<file path="src/rtl/traffic_timer.sv">
// traffic_timer: loadable two-digit BCD down-counter that times one
// traffic-light phase and signals its expiry to the light controller.
//
// Ports:
//   clk   system clock, rising edge
//   rst   asynchronous active-high reset
//   load  load strobe from the controller (captures data on the next edge)
//   data  phase duration in BCD, [7:4] tens, [3:0] ones
//   en    run enable; low freezes the prescaler and the count
//   cnt   remaining time in BCD (registered)
//   done  one-cycle expiry pulse, wired to the controller's cin (registered)
//   busy  high while an armed countdown is pending
//
// Parameters:
//   TICK_DIV  clk cycles per count tick (>= 2)
//   PW        prescaler width, 2**PW >= TICK_DIV
module traffic_timer #(
  parameter int unsigned TICK_DIV = 50_000_000,
  parameter int unsigned PW       = 26
) (
  input  logic       clk,
  input  logic       rst,
  input  logic       load,
  input  logic [7:0] data,
  input  logic       en,
  output logic [7:0] cnt,
  output logic       done,
  output logic       busy
);

  localparam logic [PW-1:0] PRE_LAST = PW'(TICK_DIV - 1);

  logic [PW-1:0] pre;
  logic          armed;
  logic          tick;
  logic [7:0]    data_sat;

  // Clamp a single BCD digit into 0..9 so cnt never holds a non-BCD value.
  function automatic logic [3:0] clamp9(input logic [3:0] d);
    return (d > 4'd9) ? 4'd9 : d;
  endfunction

  assign data_sat = {clamp9(data[7:4]), clamp9(data[3:0])};

  // One count tick per TICK_DIV enabled cycles.
  assign tick = en && (pre == PRE_LAST);

  assign busy = armed;

  // Prescaler, count, armed flag and expiry pulse.
  always_ff @(posedge clk or posedge rst) begin
    if (rst) begin
      pre   <= '0;
      cnt   <= 8'h00;
      armed <= 1'b0;
      done  <= 1'b0;
    end else begin
      done <= 1'b0;
      if (load) begin
        // A load restarts the second boundary and swallows any coincident tick.
        cnt   <= data_sat;
        pre   <= '0;
        armed <= 1'b1;
      end else begin
        if (en) begin
          pre <= (pre == PRE_LAST) ? '0 : pre + PW'(1);
        end
        if (tick && armed) begin
          // 01 and 00 both expire on this tick, so a loaded 00 fires on the first tick.
          if (cnt == 8'h01 || cnt == 8'h00) begin
            cnt   <= 8'h00;
            done  <= 1'b1;
            armed <= 1'b0;
          end else if (cnt[3:0] != 4'd0) begin
            cnt[3:0] <= cnt[3:0] - 4'd1;
          end else begin
            cnt <= {cnt[7:4] - 4'd1, 4'd9};
          end
        end
      end
    end
  end

endmodule

</file>
<file path="config.mk">
export PLATFORM = sky130hd
export DESIGN_NAME = traffic_timer
export DESIGN_NICKNAME = d
export VERILOG_FILES = /design/src/rtl/traffic_timer.sv
export SDC_FILE = /design/constraint.sdc
export NUM_CORES = 1
export LEC_CHECK = 0
export ABC_CLOCK_PERIOD_IN_PS = 2000
export BUFFER_PORTS_ARGS = -buffer_cell sky130_fd_sc_hd__buf_4
export CORE_MARGIN = 4
export CORE_UTILIZATION = 53
export DETAILED_ROUTE_END_ITERATION = 8
export PLACE_DENSITY = 0.76
export SETUP_SLACK_MARGIN = 0.5
export SLEW_MARGIN = 20
export SYNTH_ARGS = -nofsm -noshare
export SYNTH_HDL_FRONTEND = slang
export SYNTH_SLANG_ARGS = --single-unit
</file>
<file path="constraint.sdc">
create_clock -name clk -period 2 [get_ports clk]
set_input_delay 0.1 -clock clk [delete_from_list [all_inputs] [get_ports clk]]
set_output_delay 0.1 -clock clk [all_outputs]
set_load 0.02 [all_outputs]
</file>
==> flow_summary_export.csv <==
group,metric,value,unit
status,status,"finished with violations",
status,violations,"negative setup slack",
min_path,hold_class,"in2reg",
floorplanning,die_w,72.57,um
clock_tree,cts.sinks,36,
placed_design,io_buffers,21,
critical_path,worstPathRequired,2.16,ns
routing,antenna_left,0,
synthesis,ys_ff_latch,36,
power_and_ir_drop,powerDensity,507.7,nW/um2
synthesis,syn_avg_cell_area,9.363,um2
synthesis,async_flop_share,100.0,%
clock_tree,clk_latency,0.30,ns
power_and_ir_drop,p_total,1658,uW
timing,timing.fmax,474.1,MHz
timing,final_hold_viol_count,0,
grt,grt_antenna_before_repair,0,
floorplanning,pin_count,22,
critical_path,timing.rr.end,"cnt[4]",
timing,skew,0.006005,ns
critical_path,path_max_fanout,4,
timing,rsz0062_at_grt,"true",
clock_tree,cts.clk_slew.worst_paths,0.07,ns
placed_design,placed_area,2744,um2
critical_path,rr_startpoint,"cnt[1]",
critical_path,slowest_delay,0.54,ns
synthesis,synthFlopType,"dfrtp_1",
grt,grt_overflow,0,
min_path,hold_depth,3,
placed_design,dp_hpwl,3.976,mm
synthesis,synth.most_common_cell,"nor2_1",
routing,dr_total_vias,2253,
grt,grt_pass1_vias,2203,
layout,n_antenna_cell,0,
power_and_ir_drop,peakVddDrop,0.3759,mV
power_and_ir_drop,p_leak,0.001444,uW
grt,grt_max_degree,31,
grt,grtUsageTotal,25.49,%
layout,nets,326,
critical_path,cp.arrival,2.27,ns
timing,whs,0.01636,ns
critical_path,cp-end-kind,"flop",
floorplanning,die_h,72.57,um
min_path,hold_end,"cnt[1]",
routing,avgViaCountPerCell,6.258,
timing,relSlewSlack,49.51,%
placed_design,dpl.cell_count,330,
critical_path,cp_cell_sequence,"inv_2 > ha_4 > nor4bb_4 > o21a_1 > or4b_4 > a221oi_2 > a31oi_1",
grt,grt.busiest_layer,"met2",
grt,grt_first_pass_wirelength,10.36,mm
clock_tree,cts.path.max_buffers,2,
synthesis,synth_area,2210,um2
synthesis,yosysUniqueCellTypes,52,
layout,area_growth,47.79,%
timing,setup_viol,13,
synthesis,synth-seq-area-share,40.77,%
synthesis,synth_fp_nets,253,
critical_path,reg2reg_slack,-0.11,ns
layout,drive_gt1_share,44.19,%
clock_tree,cts_tree,"done",
critical_path,path_buf_inv,1,
placed_design,finalWeightedCongestion,0.8437,
floorplanning,core-area,4029,um2
routing,routedWlPerCell,20.43,um
synthesis,yosysWarnings,0,
layout,fin_util,81.06,%
timing,layout_worst_path_cycle_share,105.5,%
synthesis,synth_area_leader_cell,"dfrtp_1",
critical_path,worstRegToRegCells,7,
floorplanning,start_util,54.84,%
timing,period_needed,2.109,ns
critical_path,slowest_stage,"or4b_4",
floorplanning,core.rowCount,23,
synthesis,synth_edf_count,0,
synthesis,ys_top_cells_by_count,"nor2_1, dfrtp_1, xor2_1, nand2_1, nand4_1",
synthesis,synth_area_leaders,"dfrtp_1, nor2_1, xor2_1",
layout,finalNonFillerCells,360,
clock_tree,cts_buffers,5,
min_path,holdCritStartpoint,"data[1]",
layout,fin_area,3266,um2
timing,tightest_slew,0.7565,ns
critical_path,cp-start-kind,"flop",
timing,finalMaxSlewViolations,0,
critical_path,critPathTopFamily,"simple AND/OR/NAND/NOR gates",
grt,met1_usage,33.36,%
routing,drt_first_pass_iters,5,
clock_tree,cts_root_buffer,"clkbuf_8",
clock_tree,htree_levels,2,
grt,met3_usage,6.612,%
synthesis,synth.top_cell.area_share,40.77,%
synthesis,netlist_instances,236,
routing,drc_errors,0,
floorplanning,design.die.area,5266,um2
routing,wirelength,7.355,mm
critical_path,critPathKind,"reg2reg",
grt,met2_usage,40.68,%
routing,drt-initial-drc-count,247,
flow_run,drv_cap,0,
timing,layout_setup_ws,-0.1095,ns
==> area by class of cell <==
| type | count | area (um2) |
|---|---|---|
| multi-input combinational | 184 | 1496 |
| clock buffer | 8 | 90.09 |
| timing repair buffer | 75 | 680.7 |
| inverter | 7 | 26.28 |
| tap | 50 | 62.56 |
| fill | 237 | 763.2 |
| sequential | 36 | 909.6 |
==> state kept, by name, summed over array words and instances, names as in the netlist <==
register,flops
cnt,8
busy,1
pre,26
done,1
==> routing by layer <==
metal | share of wire, % | vias up
met5 | 0 | -
met4 | 3.2 | 0
li1 | - | 1001
met3 | 8.1 | 27
met1 | 38 | 1091
met2 | 50 | 134
==> per-stage QoR <==
stage	worst slack [ns]	TNS, ns
floorplan	0.03092	0
global placement	0.03955	0
detailed placement	-0.03824	-0.05542
CTS	-0.01576	-0.01576
global route	-0.2649	-1.432
finish	-0.1095	-0.3972
==> worst max path at each step <==
stage                start      to  slack [ns]  cells past startpoint
floorplan           cnt[1]  cnt[4]        0.03                      7
global placement    cnt[5]  cnt[4]        0.04                      7
detailed placement  cnt[5]  cnt[4]       -0.04                      7
CTS                 cnt[1]  cnt[4]       -0.02                      7
global route        cnt[1]  cnt[4]       -0.26                      7
finish              cnt[1]  cnt[4]       -0.11                      7
==> tightest hold or removal path, cell delays in order <==
cell and delay, ns:
buf_4 0.08, nand2_1 0.04, o21ai_0 0.06
==> where the power goes <==
part	switching [uW]	internal, uW
registers	29.7	748
logic	176	161
clock network	262	281
==> what timing repair did <==
item                                    in CTS  in global routing
endpoints found under the setup margin      33                 33
resized for setup                           25                 21
endpoints found under the hold margin       17                  0
hold buffers                                 1                  0
cloned                                       2                  0
setup buffers                               13                  6
pin swaps                                   25                 12
==> kinds of logic (layout without fill, tap and decap cells) <==
family                     after synthesis  count (layout)  share of synthesized area (%)
adders and majority gates                5               5                          2.831
buffers and inverters                   16              90                          3.001
muxes                                    5               5                          2.322
xor gates and xnor gates                22              22                          8.721
and+or+nand+nor                        123             123                          32.96
AOI/OAI and AO/OA                       29              29                          9.400
DFF                                     36              36                          40.77
==> cells in the final DEF (no fill, tap or decap), drive strengths merged, types with 3 or more instances in the layout <==
cell type   n
or2         3
ha          5
inv         7
nand2      13
o21ai       6
nor3        7
buf        73
xnor2       7
nand3      12
nor4        8
mux2i       4
nand2b      3
a21oi       5
nand4      14
nor4b       5
xor2       15
nor2b       3
and3        7
clkbuf      8
nor2       38
dfrtp      36
No activity file was read; power rests on OpenSTA's default activity.
